**src/rtl/rom_load_arbiter.sv**
```systemverilog
// Program memory arbiter between the HPS download stream and the game CPU.
// Downloads are buffered in a small FIFO; the core is held in reset while loading.
module rom_load_arbiter #(
  parameter int ADDR_W     = 16,
  parameter int ROM_BYTES  = 'hC000,
  parameter int FIFO_DEPTH = 4,
  parameter int RST_HOLD   = 16
) (
  input  logic              clk_sys,
  input  logic              reset_n,
  input  logic              dl_active,
  input  logic              dl_wr,
  input  logic [ADDR_W-1:0] dl_addr,
  input  logic [7:0]        dl_data,
  input  logic              cpu_req,
  input  logic [ADDR_W-1:0] cpu_addr,
  output logic              cpu_ack,
  output logic [7:0]        cpu_data,
  output logic              mem_we,
  output logic              mem_re,
  output logic [ADDR_W-1:0] mem_addr,
  output logic [7:0]        mem_din,
  input  logic [7:0]        mem_dout,
  output logic              core_reset,
  output logic              dl_done,
  output logic              dl_overflow,
  output logic [ADDR_W-1:0] dl_count
);

  localparam int PW = $clog2(FIFO_DEPTH);
  localparam int CW = $clog2(RST_HOLD + 1);

  typedef enum logic [1:0] {RUN, LOAD, DRAIN, HOLD} state_t;

  state_t            state, state_nx;
  logic [CW-1:0]     hold_cnt, hold_nx;
  logic              act_q, loaded, rd_q, done_q, done_nx, ovf_q;
  logic [ADDR_W-1:0] cnt_q;
  logic [PW-1:0]     wr_ptr, rd_ptr;
  logic [PW:0]       fill;
  logic [ADDR_W+7:0] fifo [FIFO_DEPTH];
  logic              rise, in_rom, accept, full, empty;
  logic              pop, push, drop;

  assign rise   = dl_active & ~act_q;
  assign in_rom = int'(dl_addr) < ROM_BYTES;
  assign accept = dl_active & dl_wr & in_rom;
  assign full   = fill == (PW+1)'(FIFO_DEPTH);
  assign empty  = fill == '0;
  assign pop    = (state == LOAD || state == DRAIN) && !empty;
  assign push   = accept && (!full || pop);
  assign drop   = accept && full && !pop;

  always_comb begin
    state_nx = state;
    hold_nx  = hold_cnt;
    done_nx  = 1'b0;
    unique case (state)
      RUN: if (rise) state_nx = LOAD;
      LOAD: if (!dl_active) state_nx = DRAIN;
      DRAIN: begin
        if (rise) begin
          state_nx = LOAD;
        end else if (empty) begin
          state_nx = HOLD;
          hold_nx  = CW'(RST_HOLD);
        end
      end
      HOLD: begin
        if (rise) begin
          state_nx = LOAD;
        end else if (hold_cnt <= CW'(1)) begin
          state_nx = RUN;
          done_nx  = loaded;
        end else begin
          hold_nx = hold_cnt - CW'(1);
        end
      end
      default: state_nx = HOLD;
    endcase
  end

  // act_q resets high so a download already running at reset release
  // is not mistaken for a new one; the host must restart it.
  always_ff @(posedge clk_sys or negedge reset_n) begin
    if (!reset_n) begin
      state    <= HOLD;
      hold_cnt <= CW'(RST_HOLD);
      act_q    <= 1'b1;
      loaded   <= 1'b0;
      rd_q     <= 1'b0;
      done_q   <= 1'b0;
      ovf_q    <= 1'b0;
      cnt_q    <= '0;
      wr_ptr   <= '0;
      rd_ptr   <= '0;
      fill     <= '0;
    end else begin
      state    <= state_nx;
      hold_cnt <= hold_nx;
      act_q    <= dl_active;
      loaded   <= loaded | (state_nx == LOAD);
      rd_q     <= mem_re;
      done_q   <= done_nx;
      if (rise) begin
        ovf_q <= drop;
        cnt_q <= push ? ADDR_W'(1) : '0;
      end else begin
        if (drop) ovf_q <= 1'b1;
        if (push) cnt_q <= cnt_q + ADDR_W'(1);
      end
      if (push) wr_ptr <= wr_ptr + PW'(1);
      if (pop)  rd_ptr <= rd_ptr + PW'(1);
      fill <= fill + (PW+1)'(push) - (PW+1)'(pop);
    end
  end

  always_ff @(posedge clk_sys) begin
    if (push) fifo[wr_ptr] <= {dl_addr, dl_data};
  end

  assign mem_we      = pop;
  assign mem_re      = (state == RUN) && cpu_req;
  assign mem_addr    = pop    ? fifo[rd_ptr][ADDR_W+7:8] :
                       mem_re ? cpu_addr : '0;
  assign mem_din     = pop ? fifo[rd_ptr][7:0] : '0;
  assign cpu_ack     = rd_q;
  assign cpu_data    = rd_q ? mem_dout : '0;
  assign core_reset  = (state != RUN) || rise;
  assign dl_done     = done_q;
  assign dl_overflow = ovf_q;
  assign dl_count    = cnt_q;

endmodule
```
**config.mk**
```make
export PLATFORM = sky130hd
export DESIGN_NAME = rom_load_arbiter
export DESIGN_NICKNAME = d
export VERILOG_FILES = /design/src/rtl/rom_load_arbiter.sv
export SDC_FILE = /design/constraint.sdc
export NUM_CORES = 1
export LEC_CHECK = 0
export BUFFER_PORTS_ARGS = -buffer_cell sky130_fd_sc_hd__buf_4
export CORE_MARGIN = 8
export CORE_UTILIZATION = 30
export DETAILED_ROUTE_END_ITERATION = 6
export HOLD_SLACK_MARGIN = 0.06
export SLEW_MARGIN = 40
export SYNTH_ARGS = -nofsm -noshare
export SYNTH_HDL_FRONTEND = slang
export SYNTH_SLANG_ARGS = --single-unit
```
**constraint.sdc**
```tcl
create_clock -name clk_sys -period 3.75 [get_ports clk_sys]
set_input_delay 0.5625 -clock clk_sys [delete_from_list [all_inputs] [get_ports clk_sys]]
set_output_delay 0.5625 -clock clk_sys [all_outputs]
set_load 0.05 [all_outputs]
```
# Word level (Yosys, flattened, before mapping)

Memory sizes are Yosys's and may differ from the RTL's.
Cells that the tools add are included.

Bits in latches: 0
RAM bits: 96
Word-level logic and storage cells: 78
Output and inout bits: 54
Register bits after elaboration: 35
Bits in read-only memories: 0
Memories: 1

Reduce and logical (&&, ||, !) cells: 18
Add/subtract/negate cells: 6
Div/mod/pow operators: 0
Bitwise logic cells: 5
Shifts and indexed selects: 0
Magnitude comparators: 2
Eq/ne operators: 9
Mux-type cells: 26
$mul: 0

Memories:

| memory | depth | bits a word | read ports | clocked after Yosys merged registers in | wr ports | RTL line | source |
|---|---|---|---|---|---|---|---|
| fifo   | 4     | 24          | 1          | 0                                       | 1        | 41       | `logic [ADDR_W+7:0] fifo [FIFO_DEPTH];` |

Operators with widths:

| kind                    | number |
|---|---|
| $mux W16                | 4 |
| $mux W5                 | 4 |
| $add A16 B1 Y16 const B | 1 |
| $lt A16 B16 Y1 const B  | 1 |
| $mux W8                 | 2 |
| $mux W2                 | 6 |
| $pmux W5 S2             | 1 |
| $mux W1                 | 8 |
| $ne A2 B2 Y1 const B    | 4 |
| $pmux W2 S4             | 1 |
| $reduce_bool A2 Y1      | 4 |
| $le A5 B1 Y1 const B    | 1 |
| $logic_and A1 B1 Y1     | 5 |
| $reduce_and A5 Y1       | 1 |
| $sub A5 B1 Y5 const B   | 1 |
| $add A2 B1 Y2 const B   | 2 |
| $eq A2 B1 Y1 const B    | 2 |
| $eq A2 B2 Y1 const B    | 2 |
| $add A3 B1 Y3           | 1 |
| $and A1 B1 Y1           | 3 |
| $eq A3 B3 Y1 const B    | 1 |
| $logic_not A1 Y1        | 3 |
| $logic_not A3 Y1        | 1 |
| $logic_or A1 B1 Y1      | 3 |
| other kinds (4)         | 4 |

# Depth between registers and ports, before layout

Depth in word-level cells: 7
Depth in mapped cells: 12
Gate-level depth less buffers: 11

# Worst setup path after synthesis

OpenSTA, ideal clock, no wires.

Path kind: reg-to-reg
From: register state[0]
To: register fill[2]
Path slack: 540 ps
Path buffers: 2
Arrival: 3087 ps
Cell stages (with the launch flop): 12
Library setup time: 123 ps
Period minus slack after synthesis: 3210 ps
Cells stage by stage: dfstp_2 inv_1 ha_1 and2_1 clkbuf_1 clkbuf_1 ha_1 inv_1 ha_1 fa_1 xor2_1 xnor2_1

Word-level cells in the longest chain between the ends: 7
Elaborated cells between the ends (all ways): 8
Classes of those cells: add/sub: 2; eq/ne: 2; reduce/logical: 4

RTL lines:

| item                                         | RTL line | source |
|---|---|---|
| from (decl)                                  | 35       | `state_t state, state_nx;` |
| from (signal assigned)                       | 99       | `state <= state_nx;` |
| $eq A2 B1 Y1 or $eq A2 B2 Y1 (tied branches) | 50       | `assign pop = (state == LOAD \|\| state == DRAIN) && !empty;` |
| $logic_or A1 B1 Y1 *                         | 50       |  |
| $logic_and A1 B1 Y1 *                        | 50       |  |
| via mem_we                                   | 19       | `output logic mem_we,` |
| $logic_or A1 B1 Y1                           | 51       | `assign push = accept && (!full \|\| pop);` |
| $logic_and A1 B1 Y1                          | 51       |  |
| $add A3 B1 Y3                                | 114      | `fill <= fill + (PW+1)'(push) - (PW+1)'(pop);` |
| $sub A3 B1 Y3 *                              | 114      |  |
| to (signal assigned)                         | 114      |  |
| to (decl)                                    | 40       | `logic [PW:0] fill;` |

Mark *: on every way through the listed nets, which the timed path passes. The rest lies on a longest branch.
A chain may end at the register's enable or synchronous reset.

# Worst setup path after layout

From: register state[0]
To: register fill[2]

Word-level cells in the longest chain between the ends: 7
Elaborated cells between the ends (all ways): 8
Classes of those cells: add/sub: 2; eq/ne: 2; reduce/logical: 4

RTL lines:

| item                                         | RTL line |
|---|---|
| $eq A2 B1 Y1 or $eq A2 B2 Y1 (tied branches) | 50 |
| $logic_or A1 B1 Y1 *                         | 50 |
| $logic_and A1 B1 Y1 *                        | 50 |
| $logic_or A1 B1 Y1                           | 51 |
| $logic_and A1 B1 Y1                          | 51 |
| $add A3 B1 Y3                                | 114 |
| $sub A3 B1 Y3 *                              | 114 |

Every way passes the cells marked *; elsewhere a longest branch is shown, timed or not.

==> metrics.md <==
| Metric | Value |
|---|---|
| Top cells by area, synth | `edfxtp_1 50%, dfrtp_1 14%, mux4_2 9.4%, ha_1 3.1%, nand2_1 2.9%` |
| Place WS | `0.454 ns` |
| Largest net degree at the start of global routing | `36` |
| Clock network power share | `28.1%` |
| Pint | `3860 uW` |
| Port buffer count | `106` |
| Hold Path Class | `input pin to asynchronous set/reset pin` |
| P_sw | `2460 uW` |
| H-tree depth | `4` |
| Pwr Total | `6320 uW` |
| Average size of a mapped cell | `14.8 sq um` |
| Cells after Synth | `388` |
| CTS tree | `yes` |
| Final setup viols | `0` |
| Share of cells above drive strength 1 | `35.5%` |
| RePlAce Congestion | `0.765` |
| CP cell instances | `inv_1, ha_1, nor4b_2, a211oi_4, inv_1, ha_1, inv_1, ha_1, fa_1, xor2_1, xnor2_1` |
| Switch share | `38.9%` |
| Ant diodes | `0` |
| Top-Level Pins | `107` |
| Non-Filler Instances | `750` |
| PwrDens | `849 nW/um^2` |
| Final worst setup slack | `0.459 ns` |
| Global-route usage over all layers | `11.1%` |
| Sequential area share after synthesis | `65.7%` |
| Global route overflow | `0` |
| Crit start category | `flip-flop` |
| Hold Vio Cnt, Final | `0` |
| Slew @ Worst Pin | `0.676 ns` |
| DRC viols | `0` |
| Minimum clock period | `3.29 ns` |
| Antenna violations before repair | `0` |
| Post-detail-place hpwl | `8.92 mm` |
| CTS root buffer | `clkbuf_16` |
| Post-synthesis cell area | `5720 sq um` |
| WL final | `12.7 mm` |
| Die area | `23,800 sq um` |
| Layout area overhead | `30.0%` |
| Hold-fix buffers, CTS | `0` |
| DIE WIDTH | `154 um` |
| Post-CTS Setup Inserts | `0` |
| Core Area | `18,700 sq um` |
| Inserted Clock Buffers | `17` |
| Resized cells post-CTS | `0` |
| Synth top area share | `50.4%` |
| Drt first-iter violations | `182` |
| Clk pin slew, worst setup/hold paths | `0.06 ns` |
| Slowest-stage cell, CP | `dfstp_2` |
| Placed Cells | `719` |
| Setup CP Type | `flip-flop to flip-flop` |
| Yosys cell types | `47` |
| Via Count | `3,541` |
| Setup crit end kind | `flip-flop` |
| Static leakage | `0.00293 uW` |
| 1st-pass router iterations | `5` |
| Max cap viols | `0` |
| EDFF count, synth | `96` |
| Fin crit share | `87.8%` |
| Crit path DAT | `3.58 ns` |
| Avg WL per Cell | `16.9 um` |
| Final Slew Violations | `0` |
| CTS sink count | `131` |
| Yosys warns | `0` |
| Unrepaired setup endpoints after global routing | `false` |
| CTS max path bufs | `2` |
| Worst-Skew Late Latency | `0.41 ns` |
| Peak supply drop | `0.461 mV` |
| Worst Path Max Fanout | `16` |
| Logic pwr share | `41.6%` |
| Reg power frac | `30.3%` |
| Worst Skew | `0.0108 ns` |
| Starting Density | `30.6%` |
| Post-synthesis register bit count | `131` |
| F_max | `0.304 GHz` |
| Syn_nets | `456` |
| Ys flop type | `edfxtp_1` |
| Outcome | `complete, no violations` |
| # rows | `50` |
| First-pass GRT wire length | `20.4 mm` |
| Ys async rst share | `26.7%` |
| Vias in the first global route | `3,817` |
| Yosys top cell by area | `edfxtp_1` |
| Post-DRT Antenna Nets | `0` |
| CP max stage delay | `0.57 ns` |
| Nets | `572` |
| Slew headroom | `54.8%` |
| Vias per std cell | `4.72` |
| Vert. Die Dim | `154 um` |
| Worst EP required | `4.04 ns` |
| Final TNS setup | `0 ns` |
==> path summary, 6_finish.rpt <==
path,startpoint,endpoint,slack (ns),cells after the start
hold reg to reg,loaded,loaded,0.47,1
setup / recovery,state[0],fill[2],0.46,11
max in group asynchronous,reset_n,hold_cnt[4],3.28,1
hold / removal,reset_n,dl_count[2],0.11,1
setup reg to reg,state[0],fill[2],0.46,11
min in group clk_sys,dl_active,act_q,0.30,1
==> routing by layer <==
metal / share of wire [%] / GRT usage [%]
met1: 42 / 12.3
met2: 52 / 19.7
met3: 4.5 / 3.05
met4: 1.5 / 4.90
met5: 0 / 0
==> registers in the layout, summed over array words and instances, names as in the netlist <==
register / cells
state: 2
cpu_ack: 1
wr_ptr: 2
dl_done: 1
dl_overflow: 1
dl_count: 16
loaded: 1
fill: 3
rd_ptr: 2
act_q: 1
hold_cnt: 5
fifo: 96
==> layout by cell type, fill, tap and decap left out, drive strengths merged, types with 2 or more instances in the layout <==
| cell | n |
|---|---|
| buf | 115 |
| edfxtp | 96 |
| nand2 | 44 |
| dfrtp | 31 |
| mux4 | 24 |
| o21ai | 24 |
| nor2 | 20 |
| clkbuf | 18 |
| xor2 | 16 |
| inv | 16 |
| and2 | 15 |
| ha | 14 |
| and3 | 12 |
| nand3 | 9 |
| nand4 | 7 |
| a21oi | 6 |
| clkinv | 6 |
| bufinv | 5 |
| xnor2 | 4 |
| dfstp | 4 |
| or3 | 4 |
| nor3 | 3 |
| a22o | 3 |
| a211oi | 3 |
| nand2b | 2 |
| o22ai | 2 |
==> cells by family (layout without fill, tap and decap cells) <==
logic type                 after synthesis  in the layout  synth area share [%]
xor gates and xnor gates                20             20                  3.06
adders and majority gates               15             15                  3.41
muxes                                   25             25                  9.62
AOI/OAI and AO/OA                       43             43                  4.61
DFF                                    131            131                  65.7
and+or+nand+nor                        122            122                  11.2
buffers and inverters                   32            160                  2.38
==> layout make-up <==
| cell class | count | area (sq um) |
|---|---|---|
| clock buffer | 18 | 429 |
| clock inverter | 13 | 208 |
| fill | 1723 | 11300 |
| inverter | 14 | 52.6 |
| multi-input combinational | 225 | 1830 |
| sequential | 131 | 3760 |
| tap | 234 | 293 |
| timing repair buffer | 115 | 863 |
==> Yosys cell counts (all sizes together) (2+ instances only) <==
| library cell | count |
|---|---|
| edfxtp | 96 |
| nand2 | 44 |
| dfrtp | 31 |
| mux4 | 24 |
| o21ai | 24 |
| nor2 | 20 |
| xor2 | 16 |
| and2 | 15 |
| ha | 14 |
| inv | 14 |
| and3 | 12 |
| clkbuf | 11 |
| nand3 | 9 |
| buf | 7 |
| nand4 | 7 |
| a21oi | 6 |
| dfstp | 4 |
| or3 | 4 |
| xnor2 | 4 |
| a211oi | 3 |
| a22o | 3 |
| nor3 | 3 |
| nand2b | 2 |
| o22ai | 2 |
==> stage by stage <==
step,util (%),hold slack (ns),area (sq um)
global placement,36.3,0.450,6800
CTS,39.8,0.113,7440
global route,39.8,0.142,7440
floorplan,-,0.267,5720
detailed placement,36.4,0.458,6810
finish,39.8,0.110,7440
==> power by group through the flow <==
stage                     Clock [uW]  Combinational, uW  Sequential, uW
final                           1780               2630            1910
after global routing            1870               2810            1950
after CTS                       1810               2680            1920
after detailed placement           0               2670            1950
after global placement             0               2620            1940
after floorplan                    0               1890            1930
==> critical path: cells and delay by family (launching register included) <==
family / cells / cell delay [ns]
flip-flops: 1 / 0.57
AND/OR/NAND/NOR: 1 / 0.16
adder cells (fa/ha/maj): 4 / 1.35
AO/OA/AOI/OAI: 1 / 0.57
XOR/XNOR: 2 / 0.28
buffers and inverters: 3 / 0.24
Note: power is estimated with default switching activity, not from simulation.
